### config.mk
export PLATFORM = sky130hd
export DESIGN_NAME = dmem_stall_ctrl
export DESIGN_NICKNAME = d
export VERILOG_FILES = /design/src/rtl/dmem_stall_ctrl.sv
export SDC_FILE = /design/constraint.sdc
export NUM_CORES = 1
export LEC_CHECK = 0
export BUFFER_PORTS_ARGS = -buffer_cell sky130_fd_sc_hd__clkbuf_2
export CAP_MARGIN = 30
export CORE_MARGIN = 3
export CORE_UTILIZATION = 25
export DETAILED_ROUTE_END_ITERATION = 16
export HOLD_SLACK_MARGIN = 0.15
export PLACE_DENSITY = 0.57
export SKIP_LAST_GASP = 1
export SLEW_MARGIN = 20
export SYNTH_ARGS = -nofsm -noshare
export SYNTH_HDL_FRONTEND = slang
export SYNTH_SLANG_ARGS = --single-unit
### constraint.sdc
create_clock -name clk -period 3.95 [get_ports clk]
set_input_delay 0 -clock clk [delete_from_list [all_inputs] [get_ports clk]]
set_output_delay 0 -clock clk [all_outputs]
set_load 0.01 [all_outputs]
### src/rtl/dmem_stall_ctrl.sv
// rtl/dmem_stall_ctrl.sv - MEM-stage data-memory access sequencer with pipeline stall and timeout
//
// Purpose:
//   Sits between the EXE/MEM register and a slow data memory. A load or store
//   seen in IDLE is latched and presented to the memory with a req/ready
//   handshake while the upstream pipeline (PC, IF/ID, ID/EXE, EXE/MEM) is
//   frozen and the MEM/WB write-back is suppressed. After completion (or a
//   timeout) a single DONE cycle releases the pipeline.
//
// Ports:
//   clk            pipeline clock, all state on rising edge
//   clrn           asynchronous reset, active-high
//   mem_wmem       MEM-stage store flag
//   mem_m2reg      MEM-stage load flag
//   mem_Alu_Result MEM-stage effective address
//   mem_rb         MEM-stage store data
//   dm_ready       memory completion strobe (only looked at in ACCESS)
//   dm_rdata       memory read data, valid with dm_ready
//   dm_req         access request to memory
//   dm_we          write enable to memory (qualified by dm_req)
//   dm_addr        latched address
//   dm_wdata       latched store data
//   stall          freeze upstream pipeline registers and PC
//   wb_bubble      force mem_wreg=0 into MEM/WB
//   ld_data        captured load data
//   bus_err        one-cycle timeout pulse (high during the error DONE cycle)
//   wait_cnt       ACCESS cycles elapsed (debug)

module dmem_stall_ctrl #(
  parameter int TIMEOUT = 16,
  parameter int CNT_W   = 5
) (
  input  logic             clk,
  input  logic             clrn,
  input  logic             mem_wmem,
  input  logic             mem_m2reg,
  input  logic [31:0]      mem_Alu_Result,
  input  logic [31:0]      mem_rb,
  input  logic             dm_ready,
  input  logic [31:0]      dm_rdata,
  output logic             dm_req,
  output logic             dm_we,
  output logic [31:0]      dm_addr,
  output logic [31:0]      dm_wdata,
  output logic             stall,
  output logic             wb_bubble,
  output logic [31:0]      ld_data,
  output logic             bus_err,
  output logic [CNT_W-1:0] wait_cnt
);

  typedef enum logic [1:0] {
    S_IDLE   = 2'd0,
    S_ACCESS = 2'd1,
    S_DONE   = 2'd2
  } state_t;

  localparam logic [CNT_W-1:0] CNT_LAST = CNT_W'(TIMEOUT - 1);
  localparam logic [CNT_W-1:0] CNT_ONE  = CNT_W'(1);

  state_t state, state_nxt;

  logic access;
  logic we_q;
  logic cap;       // latch the MEM-stage access this cycle
  logic rd_done;   // memory completed this cycle
  logic tmo;       // last allowed ACCESS cycle passed without ready
  logic cnt_inc;

  assign access = mem_wmem | mem_m2reg;

  always_ff @(posedge clk or posedge clrn) begin
    if (clrn) begin
      state <= S_IDLE;
    end else begin
      state <= state_nxt;
    end
  end

  always_comb begin
    state_nxt = state;
    dm_req    = 1'b0;
    stall     = 1'b0;
    wb_bubble = 1'b0;
    cap       = 1'b0;
    rd_done   = 1'b0;
    tmo       = 1'b0;
    cnt_inc   = 1'b0;
    case (state)
      S_IDLE: begin
        // Stall must rise in the detect cycle itself so EXE/MEM holds the
        // access until it has been completed.
        if (access) begin
          stall     = 1'b1;
          wb_bubble = 1'b1;
          cap       = 1'b1;
          state_nxt = S_ACCESS;
        end
      end
      S_ACCESS: begin
        dm_req    = 1'b1;
        stall     = 1'b1;
        wb_bubble = 1'b1;
        if (dm_ready) begin
          rd_done   = 1'b1;
          state_nxt = S_DONE;
        end else if (wait_cnt == CNT_LAST) begin
          tmo       = 1'b1;
          state_nxt = S_DONE;
        end else begin
          cnt_inc = 1'b1;
        end
      end
      S_DONE: begin
        // access is ignored here: EXE/MEM still holds the same instruction.
        // bus_err doubles as the "ended in error" flag for this cycle.
        wb_bubble = bus_err;
        state_nxt = S_IDLE;
      end
      default: begin
        state_nxt = S_IDLE;
      end
    endcase
    // While reset is held the pipeline must not stay frozen, even though the
    // MEM-stage flags may still show an access.
    if (clrn) begin
      dm_req    = 1'b0;
      stall     = 1'b0;
      wb_bubble = 1'b0;
    end
  end

  always_ff @(posedge clk or posedge clrn) begin
    if (clrn) begin
      dm_addr  <= '0;
      dm_wdata <= '0;
      we_q     <= 1'b0;
      ld_data  <= '0;
      wait_cnt <= '0;
      bus_err  <= 1'b0;
    end else begin
      if (cap) begin
        dm_addr  <= mem_Alu_Result;
        dm_wdata <= mem_rb;
        we_q     <= mem_wmem;  // store wins when both flags are set
        wait_cnt <= '0;
      end else if (cnt_inc) begin
        wait_cnt <= wait_cnt + CNT_ONE;
      end
      if (rd_done && !we_q) begin
        ld_data <= dm_rdata;
      end
      // Set on the timeout edge, so it is high exactly for the DONE cycle.
      bus_err <= tmo;
    end
  end

  assign dm_we = we_q & dm_req;

endmodule

=== Word-level counts from Yosys, hierarchy flattened ===
Index checks and enable logic that the tools add are counted.

* Bitwise logic cells: 2
* Div/mod/pow operators: 0
* Reductions and logical operators: 5
* Multiplexer cells: 22
* Order comparisons: 0
* Add/sub/neg operators: 1
* Eq/ne operators: 5
* $mul: 0
* Shift-type cells: 0

{| class="wikitable"
|+ Operator list
! cell !! number
|-
| $mux 1 || 14
|-
| $mux 5 || 2
|-
| $mux 2 || 3
|-
| $add 5x1->5 const B || 1
|-
| $eq 5x4->1 const B || 1
|-
| $pmux 2 s2 || 1
|-
| $ne 3x3->1 const B || 1
|-
| $pmux 1 s3 || 1
|-
| $eq 2x1->1 const B || 1
|-
| $eq 2x2->1 const B || 1
|-
| $logic_not 2->1 || 1
|-
| $ne 2x2->1 const B || 1
|-
| $pmux 1 s2 || 1
|-
| $reduce_and 2->1 || 1
|-
| $reduce_bool 2->1 || 1
|-
| $and 1x1->1 || 1
|-
| $logic_and 1x1->1 || 1
|-
| $logic_not 1->1 || 1
|-
| $or 1x1->1 || 1
|}

* Memories kept: 0
* Bits in writable memories: 0
* Latch bits: 0
* Input bits: 101
* Register bits after elaboration: 105
* Bits in read-only memories: 0

=== Depth between registers and ports, before layout ===
Gate-level depths: netlist of the first run.

* Depth after elaboration: 6
* Depth in mapped cells: 6

=== Worst setup path before layout of the first run ===
No wires, ideal clock.

* Kind: register to register
* Start point: reg wait_cnt[0]
* End point: reg wait_cnt[3]
* Clock period less this slack: 1,842 ps
* Path buffers: 0
* Setup slack: 2,108 ps
* Required time: 3,819 ps
* Setup time: 131 ps
* Stages on the path, launching flop included: 7
* Arrival time: 1,711 ps
* Cells stage by stage: dfrtp_1 -> ha_1 -> and3_1 -> ha_1 -> nor4b_4 -> nand4_1 -> mux2i_1

* Cells in the longest elaborated chain, start to end: 5
* Elaborated cells on any way between the ends: 8
* Classes of those cells: add/sub: 1; eq/ne: 1; mux: 5; reduce/logical: 1

{| class="wikitable"
|+ RTL lines
! what !! RTL line !! RTL
|-
| start: declaration || 49 || <nowiki>output logic [CNT_W-1:0] wait_cnt</nowiki>
|-
| start signal: assignment || 148 || <nowiki>wait_cnt <= wait_cnt + CNT_ONE;</nowiki>
|-
| branches (longest 5 deep; another with $add 5x1->5) || - ||
|}

Parallel ways; which one is timed is not known. The select of a mux whose other input is x is not followed.
A chain may end at the register's enable or synchronous reset.

=== Worst setup path after layout of the first run ===
* Start point: reg state[1]
* End point: reg dm_addr[14]

* Cells in the longest elaborated chain, start to end: 2

{| class="wikitable"
|+ RTL lines
! what !! RTL line !! RTL
|-
| start: declaration || 61 || <nowiki>state_t state, state_nxt;</nowiki>
|-
| start signal: assignment || 76 || <nowiki>state <= state_nxt;</nowiki>
|-
| $logic_not 2->1 || 89 || <nowiki>case (state)</nowiki>
|-
| $mux 1 || 89 ||
|-
| end signal: assignment || 143 || <nowiki>dm_addr <= mem_Alu_Result;</nowiki>
|-
| end: declaration || 43 || <nowiki>output logic [31:0] dm_addr,</nowiki>
|}

Every way passes these cells.

==> results of run 1 <==
==> worst min-delay path: stages <==
cell and delay [ns]:
dlygate4sd3_1 0.54, clkbuf_2 0.15, inv_4 0.23
==> registers in the layout (all words and copies together) (netlist names) <==
signal	flops
dm_addr	32
state	2
bus_err	1
dm_wdata	32
we_q	1
ld_data	32
wait_cnt	5
==> kinds of logic (layout without fill, tap and decap cells) <==
logic type	after synthesis	after routing
buf+inv	13	328
xor+xnor	1	1
fa+ha+maj	2	2
mux	99	99
simple gates	23	23
compound gates	5	5
flops	105	105
==> power by group through the flow <==
stage          sequential [mW]  clock (mW)  combinational (mW)
2_1_floorplan             2.14           0               0.863
3_3_place_gp              1.91           0                1.81
3_5_place_dp              1.93           0                1.84
4_1_cts                   1.92       0.929                1.93
5_1_grt                   2.00       0.976                2.06
6_report                  1.92       0.886                1.90
==> path summary, 6_finish.rpt <==
kind | startpoint | endpoint | slack, ns | cells after the start
max in group asynchronous | clrn | ld_data[29] | 2.74 | 5
hold / removal | clrn | ld_data[25] | 0.19 | 3
min in group clk | mem_m2reg | wait_cnt[2] | 0.19 | 4
hold reg to reg | dm_addr[20] | dm_addr[20] | 0.51 | 1
setup / recovery | state[1] | dm_addr[14] | 1.98 | 3
setup reg to reg | state[1] | dm_addr[14] | 1.98 | 3
==> through the flow <==
stage | setup WS (ns) | area (um^2) | hold slack (ns) | instances
finish | 1.98 | 6620 | 0.189 | 774
global route | 1.84 | 6620 | 0.218 | 774
CTS | 1.95 | 6600 | 0.179 | 773
detailed placement | 1.95 | 5300 | 0.237 | 657
global placement | 1.99 | 5300 | 0.232 | 657
floorplan | 1.19 | 4050 | 0.0475 | 248
==> cell type report <==
type | instances | area, um^2
Tap cell | 211 | 264
Fill cell | 1435 | 8920
Clock inverter | 4 | 52.6
Sequential cell | 105 | 2630
Timing Repair Buffer | 310 | 2080
Inverter | 2 | 10.0
Multi-Input combinational cell | 130 | 1340
Clock buffer | 12 | 246
==> timing repair <==
item / 4_1_cts / 5_1_grt
hold buffers: 100 / 0
setup buffers: 0 / 0
endpoints found under the hold margin: 177 / 0
==> metal layers <==
layer | up-vias | GRT usage, % | wire length, um
li1 | 1493 | - | -
met1 | 1528 | 13.4 | 4090
met2 | 143 | 21.8 | 5550
met3 | 14 | 4.23 | 786
met4 | 0 | 4.06 | 204
met5 | - | 0 | 0
==> cell usage in the layout (no fill, tap or decap), types with 2 or more instances in the layout <==
| cell type | n |
|---|---|
| o31ai_1 | 2 |
| nor3_1 | 2 |
| dlygate4sd3_1 | 100 |
| nor2_1 | 9 |
| buf_4 | 3 |
| mux2i_1 | 3 |
| mux2_2 | 96 |
| nand2_1 | 3 |
| dfrtp_1 | 105 |
| clkinv_4 | 2 |
| clkbuf_1 | 2 |
| clkbuf_2 | 206 |
| ha_1 | 2 |
| clkbuf_16 | 9 |
==> results.toml, run 1 <==
[timing]
fmax_mhz = 508
worst_clock_skew_ns = 0.00598
worst-slew-pin-transition_ns = 0.871
layout_worst_path_cycle_share_pct = 49.9
fin_setup_tns_ns = 0
grt_setup_unrepaired = "no"
setup_violations = 0
final_slew_violations = 0
timing.slew.headroom_pct = 42.0
hold_viol = 0
period_needed_ns = 1.97

[finish]
num-nets-final = 661
layout-drive-gt1-share_pct = 57.9
n_antenna_cell = 0
area_delta_synth_final_pct = 63.4
final_core_utilization_pct = 42.6

[detailed_routing]
post-route-drc-count = 0
vias = 3178
routed_via_density = 4.11
ant_nets = 0
routed_wire_length_per_instance_um = 13.7
dr.first_iter.drc_count = 64
drt-pass1-iter-count = 4
finalWirelength_mm = 10.6

[synthesis]
postSynthRegisterBits = 105
synth_area_mm2 = 0.00405
yosysWarnings = 0
netlist.area_leader.share_pct = 64.8
dominantRegCellSynth = "dfrtp_1"
synthMuxAreaShare_pct = 27.4
postSynth.asyncResetShare_pct = 100
synth_compound_area_share_pct = 0.988
synth_simple_gate_area_share_pct = 3.67
synth.lib_cells_used.distinct = 25
mappedNetlistNets = 351
number_of_cells_produced_by_synthesis = 248
post-synth-top-area-cell = "dfrtp_1"
ys_seq_area_share_pct = 64.8
synth_adder_area_share_pct = 0.617
synth.most_common_cell = "dfrtp_1"
synthXorXnorAreaFrac_pct = 0.216
synthTopCellsByArea = "dfrtp_1, mux2_2, nor2_1, buf_6, mux2i_1"
number_of_flops_mapped_to_enable_cells_by_yosys = 0
combinational_family_with_the_most_area_after_synthesis = "multiplexers"
synth_common_cells = "dfrtp_1, mux2_2, nor2_1"
syn-mean-instance-area_um2 = 16.3

[worst_setup_path]
worstPathCellList = "nor3_4 -> buf_4 -> mux2_2"
slowest_delay_ns = 0.69
arrival_ns = 2.20
critical-path-slowest-cell = "buf_4"
startpoint_type = "flop"
crit_type = "reg2reg"
path_delay_family = "buffers and inverters"
worst-endpoint-required_ns = 4.18
critical_path.endpoint_type = "flop"
maximum_fanout_encountered_on_the_critical_timing_path = 68
worstPathBufferInverterCount = 1

[floorplanning]
fp.dieH_um = 133
die_area_mm2 = 0.0178
initial_core_util_pct = 26.1
core_area_mm2 = 0.0155
design.portCount = 207
floorplan.die.width_um = 133
placement_rows = 45

[clock_network]
postCtsResizedCells = 0
cts_max_path_buffers = 2
cts_tree = "built"
tritoncts.num_buffers = 9
clkTransAtPathRegs_ns = 0.07
cts-root-buf = "clkbuf_16"
h-tree-depth = 3
clk_latency_ns = 0.34
cts_sinks = 105

[global_routing]
grt_overflow_total = 0
antenna_violations_before_repair = 0
first_pass_grt_wire_length_mm = 17.5
number_of_global_route_vias_before_repair = 3489
pin_count_of_the_biggest_net_entering_global_routing = 75
grt_usage_pct = 12.1

[pwr]
seq_power_share_pct = 40.8
cellPowerDensity_mw_per_mm2 = 711
combPwrFrac_pct = 40.4
switching_share_pct = 33.1
p_int_mw = 3.15
total_power_mw = 4.71
p_leak_nw = 3.18
power_frac_clock_pct = 18.8
vdd_drop_max_mv = 0.382
p_sw_mw = 1.56

[outcome]
run_status = "finished, final reports clean"

[place]
globalplace.congestion = 0.696
port-buffer-count = 206
place_hpwl_mm = 7.01

[flow_run]
cap_viol_max_count = 0

[worst_hold_path]
hp-class = "in2async"
Power figures use the tool's default switching activity.
==> inputs of run 2 (changes only) <==
- ABC_AREA: not set -> 1
- PLACE_DENSITY: 0.57 -> 0.56
- clock period: 3.95 -> 1.9 ns (I/O delays scaled with it)
==> results.toml, run 2 <==
[outcome]
run_status = "finished, final reports clean"

[finish]
commonest_cells_after_routing_fill_and_taps_aside = "nand2_1, clkbuf_2, dfrtp_1, dlygate4sd3_1, inv_1"
top_flop_regs = "dm_addr x32, dm_wdata x32, ld_data x32"
num-nets-final = 881
layout-drive-gt1-share_pct = 34.5
sequential_cell_area_mm2 = 0.00263
area_delta_synth_final_pct = 58.7
n_antenna_cell = 0
fillers = 1633
mostFrequentLayoutCell = "nand2_1"
area_taken_by_multi_input_logic_gates_mm2 = 0.00134

[clock_network]
h-tree-depth = 3
cts_tree = "built"
tritoncts.num_buffers = 9
cts_sinks = 105
cts_max_path_buffers = 2
clkTransAtPathRegs_ns = 0.07
cts-root-buf = "clkbuf_16"
clk_latency_ns = 0.35

[floorplanning]
floorplan.die.width_um = 138
core_area_mm2 = 0.0168
initial_core_util_pct = 25.8
design.portCount = 207
fp.dieH_um = 138
die_area_mm2 = 0.0190
placement_rows = 47

[worst_setup_path]
arrival_ns = 1.92
startpoint_type = "flop"
maximum_fanout_encountered_on_the_critical_timing_path = 39
critical_path.endpoint_type = "flop"
worst-endpoint-required_ns = 2.14
crit_type = "reg2reg"

[synthesis]
synth_area_mm2 = 0.00434
yosysWarnings = 0
number_of_cells_produced_by_synthesis = 466
postSynthRegisterBits = 105
synth.most_common_cell = "nand2_1"
synth_common_cells = "nand2_1, dfrtp_1, inv_1"
post-synth-top-area-cell = "dfrtp_1"
synth.lib_cells_used.distinct = 25
syn-mean-instance-area_um2 = 9.32
ys_seq_area_share_pct = 60.5
netlist.area_leader.share_pct = 60.5
dominantRegCellSynth = "dfrtp_1"
number_of_flops_mapped_to_enable_cells_by_yosys = 0
synthTopCellsByArea = "dfrtp_1, nand2_1, o21ai_2, inv_1, buf_6"
postSynth.asyncResetShare_pct = 100
mappedNetlistNets = 569

[timing]
setup_violations = 0
fin_setup_tns_ns = 0
period_needed_ns = 1.69
layout_worst_path_cycle_share_pct = 88.8
hold_viol = 0
fmax_mhz = 593
worst-slew-pin-transition_ns = 0.626
final_slew_violations = 0
worst_clock_skew_ns = 0.00717
timing.slew.headroom_pct = 58.3
grt_setup_unrepaired = "no"

[detailed_routing]
ant_nets = 0
routed_wire_length_per_instance_um = 12.2
routed_via_density = 4.00
vias = 4011
post-route-drc-count = 0
finalWirelength_mm = 12.3
highest_layer = "met4"
wl_met1_mm = 5.12
drt-pass1-iter-count = 4
met3RoutedLength_mm = 1.00
met2RoutedLength_mm = 5.92
dr.first_iter.drc_count = 115

[pwr]
p_sw_mw = 3.83
cellPowerDensity_mw_per_mm2 = 1430
p_int_mw = 6.01
power_frac_clock_pct = 18.8
p_leak_nw = 3.84
total_power_mw = 9.83
combPwrFrac_pct = 42.3
vdd_drop_max_mv = 0.603
seq_power_share_pct = 38.9
switching_share_pct = 38.9

[global_routing]
grt_usage_pct = 12.9
number_of_global_route_vias_before_repair = 3931
antenna_violations_before_repair = 0
grt_overflow_total = 0
first_pass_grt_wire_length_mm = 19.1
pin_count_of_the_biggest_net_entering_global_routing = 57

[flow_run]
cap_viol_max_count = 0

[place]
port-buffer-count = 206
place_hpwl_mm = 7.77
globalplace.congestion = 0.755

[worst_hold_path]
hp-class = "in2reg"
[run 2: cell count changes after synthesis, moves of 4 or more]
cell and change:
nand2_1 +234, mux2_2 -96, inv_1 +40, o21ai_2 +32
buf_6 +6, clkbuf_8 +4
[run 2: timing repair]
action	4_1_cts	5_1_grt
hold endpoints to repair	209	0
hold buffers	105	0
setup endpoints to repair	0	1
resized for setup	0	0
buffers inserted	0	1
[run 2: path summary, 6_finish.rpt]
check                            from           to  slack (ns)  depth (start not counted)
setup reg to reg             state[1]  ld_data[11]        0.21                          6
hold / removal              mem_m2reg  wait_cnt[3]        0.28                          7
min in group asynchronous        clrn  dm_wdata[0]        0.34                          4
setup / recovery             state[1]  ld_data[11]        0.21                          6
hold reg to reg            ld_data[3]   ld_data[3]        0.48                          2
max in group asynchronous        clrn   dm_addr[0]        0.99                          4
[run 2: kinds of logic (layout without fill, tap and decap cells)]
| family | Yosys count | count (layout) | synth area share [%] |
|---|---|---|---|
| AND/OR/NAND/NOR | 257 | 257 | 23.1 |
| flip-flops | 105 | 105 | 60.5 |
| adder cells (fa/ha/maj) | 2 | 2 | 0.576 |
| buffers and inverters | 64 | 380 | 8.67 |
| AO/OA/AOI/OAI | 38 | 38 | 7.20 |
[run 2: cell type report]
type	instances	share of cell area, %
clock inverter	5	0.835
timing repair buffer	321	31.8
tap	220	3.99
sequential	105	38.1
inverter	44	2.45
multi-input combinational	297	19.4
clock buffer	10	3.32
[run 2: layer usage]
| metal | global-route usage [%] | vias up |
|---|---|---|
| met5 | 0 | - |
| met4 | 4.77 | 0 |
| met3 | 4.78 | 19 |
| met2 | 21.7 | 147 |
| met1 | 15.0 | 1824 |
| li1 | - | 2021 |
[run 2: metrics by stage]
stage / area (um^2) / util, % / worst slack (ns) / instances / hold WS, ns
floorplan: 4350 / - / 0.406 / 466 / 0.0441
global placement: 5540 / 32.9 / 0.325 / 881 / 0.173
detailed placement: 5540 / 32.9 / 0.310 / 881 / 0.174
CTS: 6870 / 40.9 / 0.0194 / 1001 / 0.270
global route: 6890 / 41.0 / 0.121 / 1002 / 0.319
finish: 6890 / 41.0 / 0.213 / 1002 / 0.279
[run 2: critical path: stages (launching register included)]
cell	delay, ns
dfrtp_1	0.43
nor2_4	0.15
nand3_4	0.11
buf_12	0.19
nand2_1	0.09
o21ai_2	0.05
dlygate4sd3_1	0.55
[run 2: power groups by stage]
stage	Sequential, mW	Combinational [mW]	Clock (mW)
after floorplan	4.30	2.01	0
after global placement	3.84	3.90	0
after detailed placement	3.84	3.93	0
after CTS	3.82	4.19	1.94
after global routing	3.95	4.67	2.04
final	3.83	4.16	1.85
